--- config.mk ---
export PLATFORM = sky130hd
export DESIGN_NAME = sp_ram_arbiter
export DESIGN_NICKNAME = d
export VERILOG_FILES = /design/src/rtl/sp_ram_arbiter.sv
export SDC_FILE = /design/constraint.sdc
export NUM_CORES = 1
export LEC_CHECK = 0
export BUFFER_PORTS_ARGS = -buffer_cell sky130_fd_sc_hd__buf_2
export CAP_MARGIN = 40
export CELL_PAD_IN_SITES_DETAIL_PLACEMENT = 1
export CELL_PAD_IN_SITES_GLOBAL_PLACEMENT = 1
export CORE_ASPECT_RATIO = 1.75
export CORE_MARGIN = 4
export CORE_UTILIZATION = 18
export DETAILED_ROUTE_END_ITERATION = 10
export PLACE_DENSITY = 0.84
export SYNTH_ARGS = -nofsm -noshare
export SYNTH_HDL_FRONTEND = slang
export SYNTH_SLANG_ARGS = --single-unit
--- constraint.sdc ---
create_clock -name clk -period 1.5 [get_ports clk]
set_clock_uncertainty 0.05 [all_clocks]
set_input_delay 0.225 -clock clk [delete_from_list [all_inputs] [get_ports clk]]
set_output_delay 0.225 -clock clk [all_outputs]
set_load 0.05 [all_outputs]
--- src/rtl/sp_ram_arbiter.sv ---
`timescale 1ns/1ps
`default_nettype none
// ============================================================================
//  Module      : sp_ram_arbiter
//  Description : Round-robin arbiter and zero-fill sequencer in front of a
//                single-port RAM wrapper. Shares one RAM port between
//                NUM_PORTS requesters over a req/gnt/rvalid handshake.
//  Revision    : 1.0 - initial release
// ============================================================================
module sp_ram_arbiter #(
    parameter int RAM_SIZE   = 32768,
    parameter int ADDR_WIDTH = $clog2(RAM_SIZE),
    parameter int DATA_WIDTH = 32,
    parameter int NUM_PORTS  = 2,
    parameter int INIT_ZERO  = 1
) (
    input  logic                                 clk,
    input  logic                                 rstn_i,

    // Requester side
    input  logic [NUM_PORTS-1:0]                 req_i,
    output logic [NUM_PORTS-1:0]                 gnt_o,
    input  logic [NUM_PORTS*ADDR_WIDTH-1:0]      addr_i,
    input  logic [NUM_PORTS-1:0]                 we_i,
    input  logic [NUM_PORTS*(DATA_WIDTH/8)-1:0]  be_i,
    input  logic [NUM_PORTS*DATA_WIDTH-1:0]      wdata_i,
    output logic [NUM_PORTS-1:0]                 rvalid_o,
    output logic [DATA_WIDTH-1:0]                rdata_o,
    output logic                                 init_done_o,

    // Memory side
    output logic                                 mem_en_o,
    output logic [ADDR_WIDTH-1:0]                mem_addr_o,
    output logic [DATA_WIDTH-1:0]                mem_wdata_o,
    output logic                                 mem_we_o,
    output logic [DATA_WIDTH/8-1:0]              mem_be_o,
    input  logic [DATA_WIDTH-1:0]                mem_rdata_i
);

    // ------------------------------------------------------------------------
    // Constants
    // ------------------------------------------------------------------------
    localparam int c_NUM_WORDS = RAM_SIZE / 4;
    localparam int c_WCNT_W    = (c_NUM_WORDS > 1) ? $clog2(c_NUM_WORDS) : 1;
    localparam int c_PTR_W     = (NUM_PORTS > 1) ? $clog2(NUM_PORTS) : 1;
    localparam int c_BE_W      = DATA_WIDTH / 8;

    localparam logic [c_WCNT_W-1:0] c_LAST_WORD = c_WCNT_W'(c_NUM_WORDS - 1);
    localparam logic [c_PTR_W-1:0]  c_LAST_PORT = c_PTR_W'(NUM_PORTS - 1);
    localparam logic [c_PTR_W:0]    c_NPORTS_EXT = (c_PTR_W + 1)'(NUM_PORTS);

    typedef enum logic [0:0] {
        ST_INIT = 1'b0,
        ST_ARB  = 1'b1
    } state_t;

    localparam state_t c_RST_STATE = (INIT_ZERO != 0) ? ST_INIT : ST_ARB;

    // ------------------------------------------------------------------------
    // Registers
    // ------------------------------------------------------------------------
    state_t                 r_state;
    logic [c_WCNT_W-1:0]    r_wcnt;
    logic [c_PTR_W-1:0]     r_rr;
    logic [NUM_PORTS-1:0]   r_resp;
    logic                   r_init_done;

    // ------------------------------------------------------------------------
    // Combinational signals
    // ------------------------------------------------------------------------
    logic                   w_found;
    logic [c_PTR_W-1:0]     w_sel;
    logic [c_PTR_W:0]       w_cand;
    logic [c_PTR_W-1:0]     w_cidx;
    logic [ADDR_WIDTH-1:0]  w_addr_sel;

    // Round-robin search: first requesting port starting at r_rr, wrapping
    // modulo NUM_PORTS (works for non-power-of-two port counts too).
    always_comb begin
        w_found = 1'b0;
        w_sel   = '0;
        w_cand  = '0;
        w_cidx  = '0;
        for (int i = 0; i < NUM_PORTS; i++) begin
            w_cand = {1'b0, r_rr} + (c_PTR_W + 1)'(i);
            if (w_cand >= c_NPORTS_EXT) begin
                w_cand = w_cand - c_NPORTS_EXT;
            end
            w_cidx = w_cand[c_PTR_W-1:0];
            if (!w_found && req_i[w_cidx]) begin
                w_found = 1'b1;
                w_sel   = w_cidx;
            end
        end
    end

    assign w_addr_sel = addr_i[w_sel*ADDR_WIDTH +: ADDR_WIDTH];

    // Grant and memory-port mux; everything is forced to zero while reset is
    // low so the RAM sees no stray access during reset.
    always_comb begin
        gnt_o       = '0;
        mem_en_o    = 1'b0;
        mem_we_o    = 1'b0;
        mem_be_o    = '0;
        mem_addr_o  = '0;
        mem_wdata_o = '0;
        if (rstn_i) begin
            if (r_state == ST_INIT) begin
                mem_en_o    = 1'b1;
                mem_we_o    = 1'b1;
                mem_be_o    = '1;
                mem_wdata_o = '0;
                mem_addr_o  = ADDR_WIDTH'({r_wcnt, 2'b00});
            end else if (w_found) begin
                gnt_o[w_sel] = 1'b1;
                mem_en_o     = 1'b1;
                mem_we_o     = we_i[w_sel];
                mem_be_o     = be_i[w_sel*c_BE_W +: c_BE_W];
                mem_wdata_o  = wdata_i[w_sel*DATA_WIDTH +: DATA_WIDTH];
                // Word-align: the RAM ignores the byte offset.
                mem_addr_o   = w_addr_sel & ~ADDR_WIDTH'(3);
            end
        end
    end

    // Control FSM: zero-fill counter, round-robin pointer and response pipe.
    always_ff @(posedge clk) begin
        if (!rstn_i) begin
            r_state     <= c_RST_STATE;
            r_wcnt      <= '0;
            r_rr        <= '0;
            r_resp      <= '0;
            r_init_done <= (INIT_ZERO == 0);
        end else begin
            r_resp <= gnt_o;
            case (r_state)
                ST_INIT: begin
                    if (r_wcnt == c_LAST_WORD) begin
                        r_state     <= ST_ARB;
                        r_init_done <= 1'b1;
                        r_wcnt      <= '0;
                    end else begin
                        r_wcnt <= r_wcnt + 1'b1;
                    end
                end
                ST_ARB: begin
                    // Pointer moves past the winner; holds when idle.
                    if (w_found) begin
                        r_rr <= (w_sel == c_LAST_PORT) ? '0 : w_sel + 1'b1;
                    end
                end
                default: begin
                    r_state <= c_RST_STATE;
                end
            endcase
        end
    end

    // Response path: rvalid follows the grant by one cycle; data is shared
    // and only passed through when some port has a response in flight.
    always_comb begin
        rvalid_o    = rstn_i ? r_resp : '0;
        rdata_o     = (rstn_i && (|r_resp)) ? mem_rdata_i : '0;
        init_done_o = rstn_i & r_init_done;
    end

endmodule
`default_nettype wire

### Word-level counts from Yosys, hierarchy flattened

Cells that the tools add are included.

| operators by class | value |
|---|---|
| $lt $le $gt $ge | 6 |
| reduce and logical (&&, ||, !) cells | 7 |
| equality and inequality tests | 1 |
| multiplexer cells | 38 |
| bitwise operators | 2 |
| $mul | 1 |
| add/sub/neg operators | 5 |
| shifts and indexed selects | 3 |

Operator list:

| cell | count |
|---|---|
| $mux 32 | 4 |
| $shiftx 64x7->32 | 1 |
| $mux 15 | 3 |
| $shiftx 30x6->15 | 1 |
| $mux 1 | 22 |
| $add 13x1->13 const B | 1 |
| $eq 13x13->1 const B | 1 |
| $mux 13 | 1 |
| $mux 4 | 3 |
| $mux 2 | 4 |
| $shiftx 8x4->4 | 1 |
| $lt 1x2->1 const B | 3 |
| $mul 1x4->5 const B | 1 |
| $reduce_and 2->1 | 2 |
| $logic_and 1x1->1 | 3 |
| $add 1x1->2 const B | 1 |
| $ge 1x2->1 const B | 1 |
| $ge 2x2->1 const B | 1 |
| $reduce_or 2->1 | 1 |
| $sub 1x1->1 const B | 2 |
| $add 1x1->1 const B | 1 |
| $and 1x1->1 | 1 |
| $demux 1 s1 | 1 |
| $ge 1x1->1 const B | 1 |
| 2 further kinds | 2 |

| storage, ports and cells | value |
|---|---|
| input port bits | 140 |
| logic and storage cells | 68 |
| register bits after elaboration | 18 |

### Depth between registers and ports, before layout

| logic depth | value |
|---|---|
| word-level depth | 15 |
| depth in mapped cells | 7 |

### Worst setup path after synthesis

OpenSTA, ideal clock, no wires.

| timing path | value |
|---|---|
| path kind | flip-flop to output port |
| from | register r_rr |
| to | output port mem_addr_o[11] |
| data required time | 1.225 ns |
| stages on the path, launching flop included | 7 |
| path buffers | 2 |
| setup slack | -0.938 ns |
| data arrival time | 2.163 ns |
| path through | dfxtp_1 nand2b_4 and2_1 buf_6 buf_2 a22oi_1 a211oi_1 |

| between the ends | value |
|---|---|
| cells in the longest elaborated chain, start to end | 13 |

Ends and longest elaborated chain:

| element | RTL line | source |
|---|---|---|
| start, declared | 64 | `logic [c_PTR_W-1:0] r_rr;` |
| start signal, assigned | 150 | `r_rr <= (w_sel == c_LAST_PORT) ? '0 : w_sel + 1'b1;` |
| $ge 1x2->1 / $sub 1x1->1 (equally long branches) | 86, 87 |  |
| $mux 1 | 86 | `if (w_cand >= c_NPORTS_EXT) begin` |
| $mux 1 (not written as such) (2 in series) | 90 | `if (!w_found && req_i[w_cidx]) begin` |
| $mux 1 | 90 |  |
| $logic_not 1->1 | 90 |  |
| $logic_and 1x1->1 | 90 |  |
| $mux 1 | 90 |  |
| $mul 1x4->5 | 97 | `assign w_addr_sel = addr_i[w_sel*ADDR_WIDTH +: ADDR_WIDTH];` |
| $shiftx 30x6->15 | 97 |  |
| $mux 15 * | 115 | `end else if (w_found) begin` |
| $mux 15 * | 109 | `if (r_state == ST_INIT) begin` |
| $mux 15 * | 108 | `if (rstn_i) begin` |
| end, declared | 33 | `output logic [ADDR_WIDTH-1:0] mem_addr_o,` |

Mark *: on every way between the ends. The rest lies on a longest branch, timed or not. The select of a mux whose other input is x is not followed.

### Final worst setup path

| timing path | value |
|---|---|
| from | register r_rr |
| to | output port mem_wdata_o[18] |

| between the ends | value |
|---|---|
| cells in the longest elaborated chain, start to end | 12 |

Ends and longest elaborated chain:

| element | RTL line | source |
|---|---|---|
| $ge 1x2->1 / $sub 1x1->1 (equally long branches) | 86, 87 |  |
| $mux 1 | 86 |  |
| $mux 1 (not written as such) (2 in series) | 90 |  |
| $mux 1 | 90 |  |
| $logic_not 1->1 | 90 |  |
| $logic_and 1x1->1 | 90 |  |
| $mux 1 | 90 |  |
| $shiftx 64x7->32 | 120 | `mem_wdata_o = wdata_i[w_sel*DATA_WIDTH +: DATA_WIDTH];` |
| $mux 32 * | 115 |  |
| $mux 32 * | 109 |  |
| $mux 32 * | 108 |  |
| end, declared | 34 | `output logic [DATA_WIDTH-1:0] mem_wdata_o,` |

Marks and branches as above.

==> qor.tcl <==
set qor(detailroute.via_count) 2881
set qor(finalWirelength_um) 12500
set qor(height_of_the_chip_um) 140
set qor(synthTopCellsByArea) {dfxtp_1, a22o_1, nor2b_1}
set qor(io_buffers) 223
set qor(clock_path_buffers) 2
set qor(final_max_slew_viol_count) 0
set qor(comb_power_share_pct) 33.8
set qor(synth.yosys.warnings) 0
set qor(final.setup.worst_slack_ns) -0.365
set qor(worst_ep_arrival_time_ns) 1.59
set qor(ys_seq_elements) 18
set qor(first_pass_grt_wire_length_um) 18300
set qor(postLayoutCellArea_um2) 4900
set qor(synth_largest_area_cell) {dfxtp_1}
set qor(hold_path.class) {primary input to register}
set qor(wl_met1_um) 4210
set qor(top_layer_used) {met5}
set qor(dp_cells) 584
set qor(ioPinCount) 230
set qor(fp-row-count) 47
set qor(synthFlopType) {dfxtp_1}
set qor(achievable-frequency_mhz) 536
set qor(wire_length_per_cell_after_detailed_routing_um) 20.9
set qor(clkTransAtPathRegs_ns) 0.05
set qor(worst_ep_required_time_ns) 1.22
set qor(timing.final.crit_share_pct) 124
set qor(number_of_library_cell_types_mapped_by_synthesis) 35
set qor(synth_simple_gate_area_share_pct) 29.5
set qor(synth_largest_type_area_fraction_pct) 20.1
set qor(crit_type) {register to output port}
set qor(nets) 620
set qor(finalHoldViolations) 0
set qor(grt_max_degree) 28
set qor(cts-root-buf) {clkbuf_16}
set qor(floorplan.initialDensity_pct) 18.7
set qor(synth_top_family_by_area) {compound AO/OA/AOI/OAI gates}
set qor(netlist_instances) 236
set qor(critical_path.endpoint_type) {output port}
set qor(sequentialPowerShare_pct) 31.9
set qor(fp.dieArea_um2) 11700
set qor(postPlaceCellArea_um2) 3940
set qor(routed_via_density) 4.80
set qor(worst_skew_pair.late_latency_ns) 0.25
set qor(cts_made_buffers) 3
set qor(routed-wl-met2_um) 7070
set qor(leakage_uw) 0.00230
set qor(share_of_the_yosys_chip_area_belonging_to_registers_pct) 20.1
set qor(area_fraction_in_compound_gates_after_synthesis_pct) 33.1
set qor(setup_viol) 84
set qor(antenna_found_initial) 3
set qor(grt_overflow_total) 0
set qor(cts_tree) {done}
set qor(cts_htree_levels) 1
set qor(yosysMostFrequentCell) {a22o_1}
set qor(netSwitchingPower_uw) 444
set qor(drt_pre_antenna_iters) 4
set qor(yosys-mux-area-fraction_pct) 0
set qor(hpwlAfterDp_um) 9840
set qor(avgSynthCellArea_um2) 7.59
set qor(critical_path.startpoint_type) {register}
set qor(ir_drop_mv) 0.312
set qor(ant_nets) 0
set qor(crit_path_time_final_ns) 1.86
set qor(met3_wire_length_um) 988
set qor(crit_path_max_fanout) 10
set qor(globalRouteTotalUtil_pct) 20.0
set qor(place.gp.congestion) 0.811
set qor(chipWidth_um) 83.4
set qor(post_synth_most_frequent_cells) {a22o_1, nor2b_1, nor2_1}
set qor(clkSinkCount) 18
set qor(drive_above_1_share_pct) 80.5
set qor(rsz0062_at_grt) {true}
set qor(finalNonFillerCells) 600
set qor(ff2ff_path_depth) 5
set qor(cts_hold_repair.buffers) 0
set qor(route.detailed.drc) 0
set qor(run_status) {finished, violations left}
set qor(netSwitchingFraction_pct) 28.8
set qor(post_synth_instance_area_um2) 1790
set qor(first_global_vias) 3277
set qor(clockPowerShare_pct) 34.4
set qor(timing.hold.worst_path_depth) 2
set qor(drt_iter0_markers) 45
set qor(violated_checks) {negative setup slack}
set qor(ys_async_sr_fraction_pct) 0
set qor(max_cap_viol_count) 0
set qor(p_int_uw) 1100
set qor(synth_edf_count) 0
set qor(synth-xor-area-share_pct) 5.38
set qor(core_area_um2) 9590
set qor(syn_to_final_growth_pct) 173
set qor(final.setup.tns_ns) -20.78
set qor(cellPowerDensity_nw_per_um2) 315
set qor(synth_adder_area_share_pct) 0.698
## per-layer routing
metal / vias to the layer above / track usage (%)
li1: 1329 / -
met1: 1360 / 20.1
met2: 167 / 40.8
met3: 21 / 4.58
met4: 4 / 4.07
met5: - / 0
## path summary, 6_finish.rpt
check / from / endpoint / slack, ns
worst max register to register: r_state / r_wcnt[10] / 0
worst min-delay path: rstn_i / r_resp[1] / 0.32
worst min register to register: r_init_done / r_init_done / 0.41
worst max-delay path: r_rr / mem_wdata_o[18] / -0.36
## flip-flops by register name, indices dropped and copies added, names as in the netlist
signal,count
r_wcnt,13
r_resp,2
r_init_done,1
r_rr,1
r_state,1
## placed cells by master, fill, tap and decap left out, types with 3 or more instances in the layout
cell type	synthesis	routed
a22oi_2	0	11
buf_16	0	3
a211oi_4	0	6
o22ai_1	5	5
and3_1	5	3
xor2_1	4	4
dfxtp_2	0	3
buf_12	0	22
buf_2	7	138
a21oi_4	0	6
buf_6	7	59
buf_4	2	26
nor2b_4	0	32
and2_4	0	3
clkbuf_16	0	4
nand2_1	13	13
nand4_1	5	5
buf_8	0	15
xnor2_1	7	6
nor2b_1	35	3
inv_1	6	6
dfxtp_1	18	14
a22o_2	0	18
nor2_1	22	21
a22o_4	0	19
## area by class of cell
class / instances / area [µm²]
tap: 122 / 153
sequential: 18 / 368
inverter: 7 / 27.5
antenna: 1 / 2.50
clock buffer: 3 / 75.1
timing repair buffer: 264 / 2320
multi-input combinational: 185 / 1950
fill: 1052 / 4690
## through the flow
| stage | utilization (%) | power (µW) | setup WS, ns | hold slack (ns) |
|---|---|---|---|---|
| 2_1_floorplan | - | 715 | -0.164 | 0.371 |
| 3_3_place_gp | 41.1 | 944 | -0.202 | 0.395 |
| 3_5_place_dp | 41.1 | 966 | -0.231 | 0.401 |
| 4_1_cts | 49.2 | 1520 | -0.366 | 0.326 |
| 5_1_grt | 51.1 | 1610 | -0.423 | 0.337 |
| 6_report | 51.1 | 1540 | -0.365 | 0.320 |
## timing repair
| action | in CTS | in global routing |
|---|---|---|
| gates resized for setup | 162 | 49 |
| pin swaps | 6 | 10 |
| cloned | 3 | 1 |
| setup endpoints to repair | 86 | 89 |
| buffers inserted | 7 | 3 |
## kinds of logic after synthesis
family                     after synthesis
xor gates and xnor gates                11
AOI/OAI and AO/OA                       77
DFF                                     18
buffers and inverters                   34
and+or+nand+nor                         94
other                                    1
adders and majority gates                1
## power by group through the flow
stage / Combinational, µW / Sequential, µW / Clock (µW)
floorplan: 214 / 501 / 0
global placement: 444 / 500 / 0
detailed placement: 465 / 501 / 0
CTS: 492 / 491 / 541
global route: 553 / 492 / 564
finish: 521 / 491 / 530
## worst max-delay path, stage by stage, from the launching register on
cell and delay [ns]:
dfxtp_2 0.33, nand2b_4 0.14, and2_4 0.15, and3_4 0.17, buf_6 0.15, a22o_2 0.25, buf_12 0.16
(Power assumes the default switching activity.)
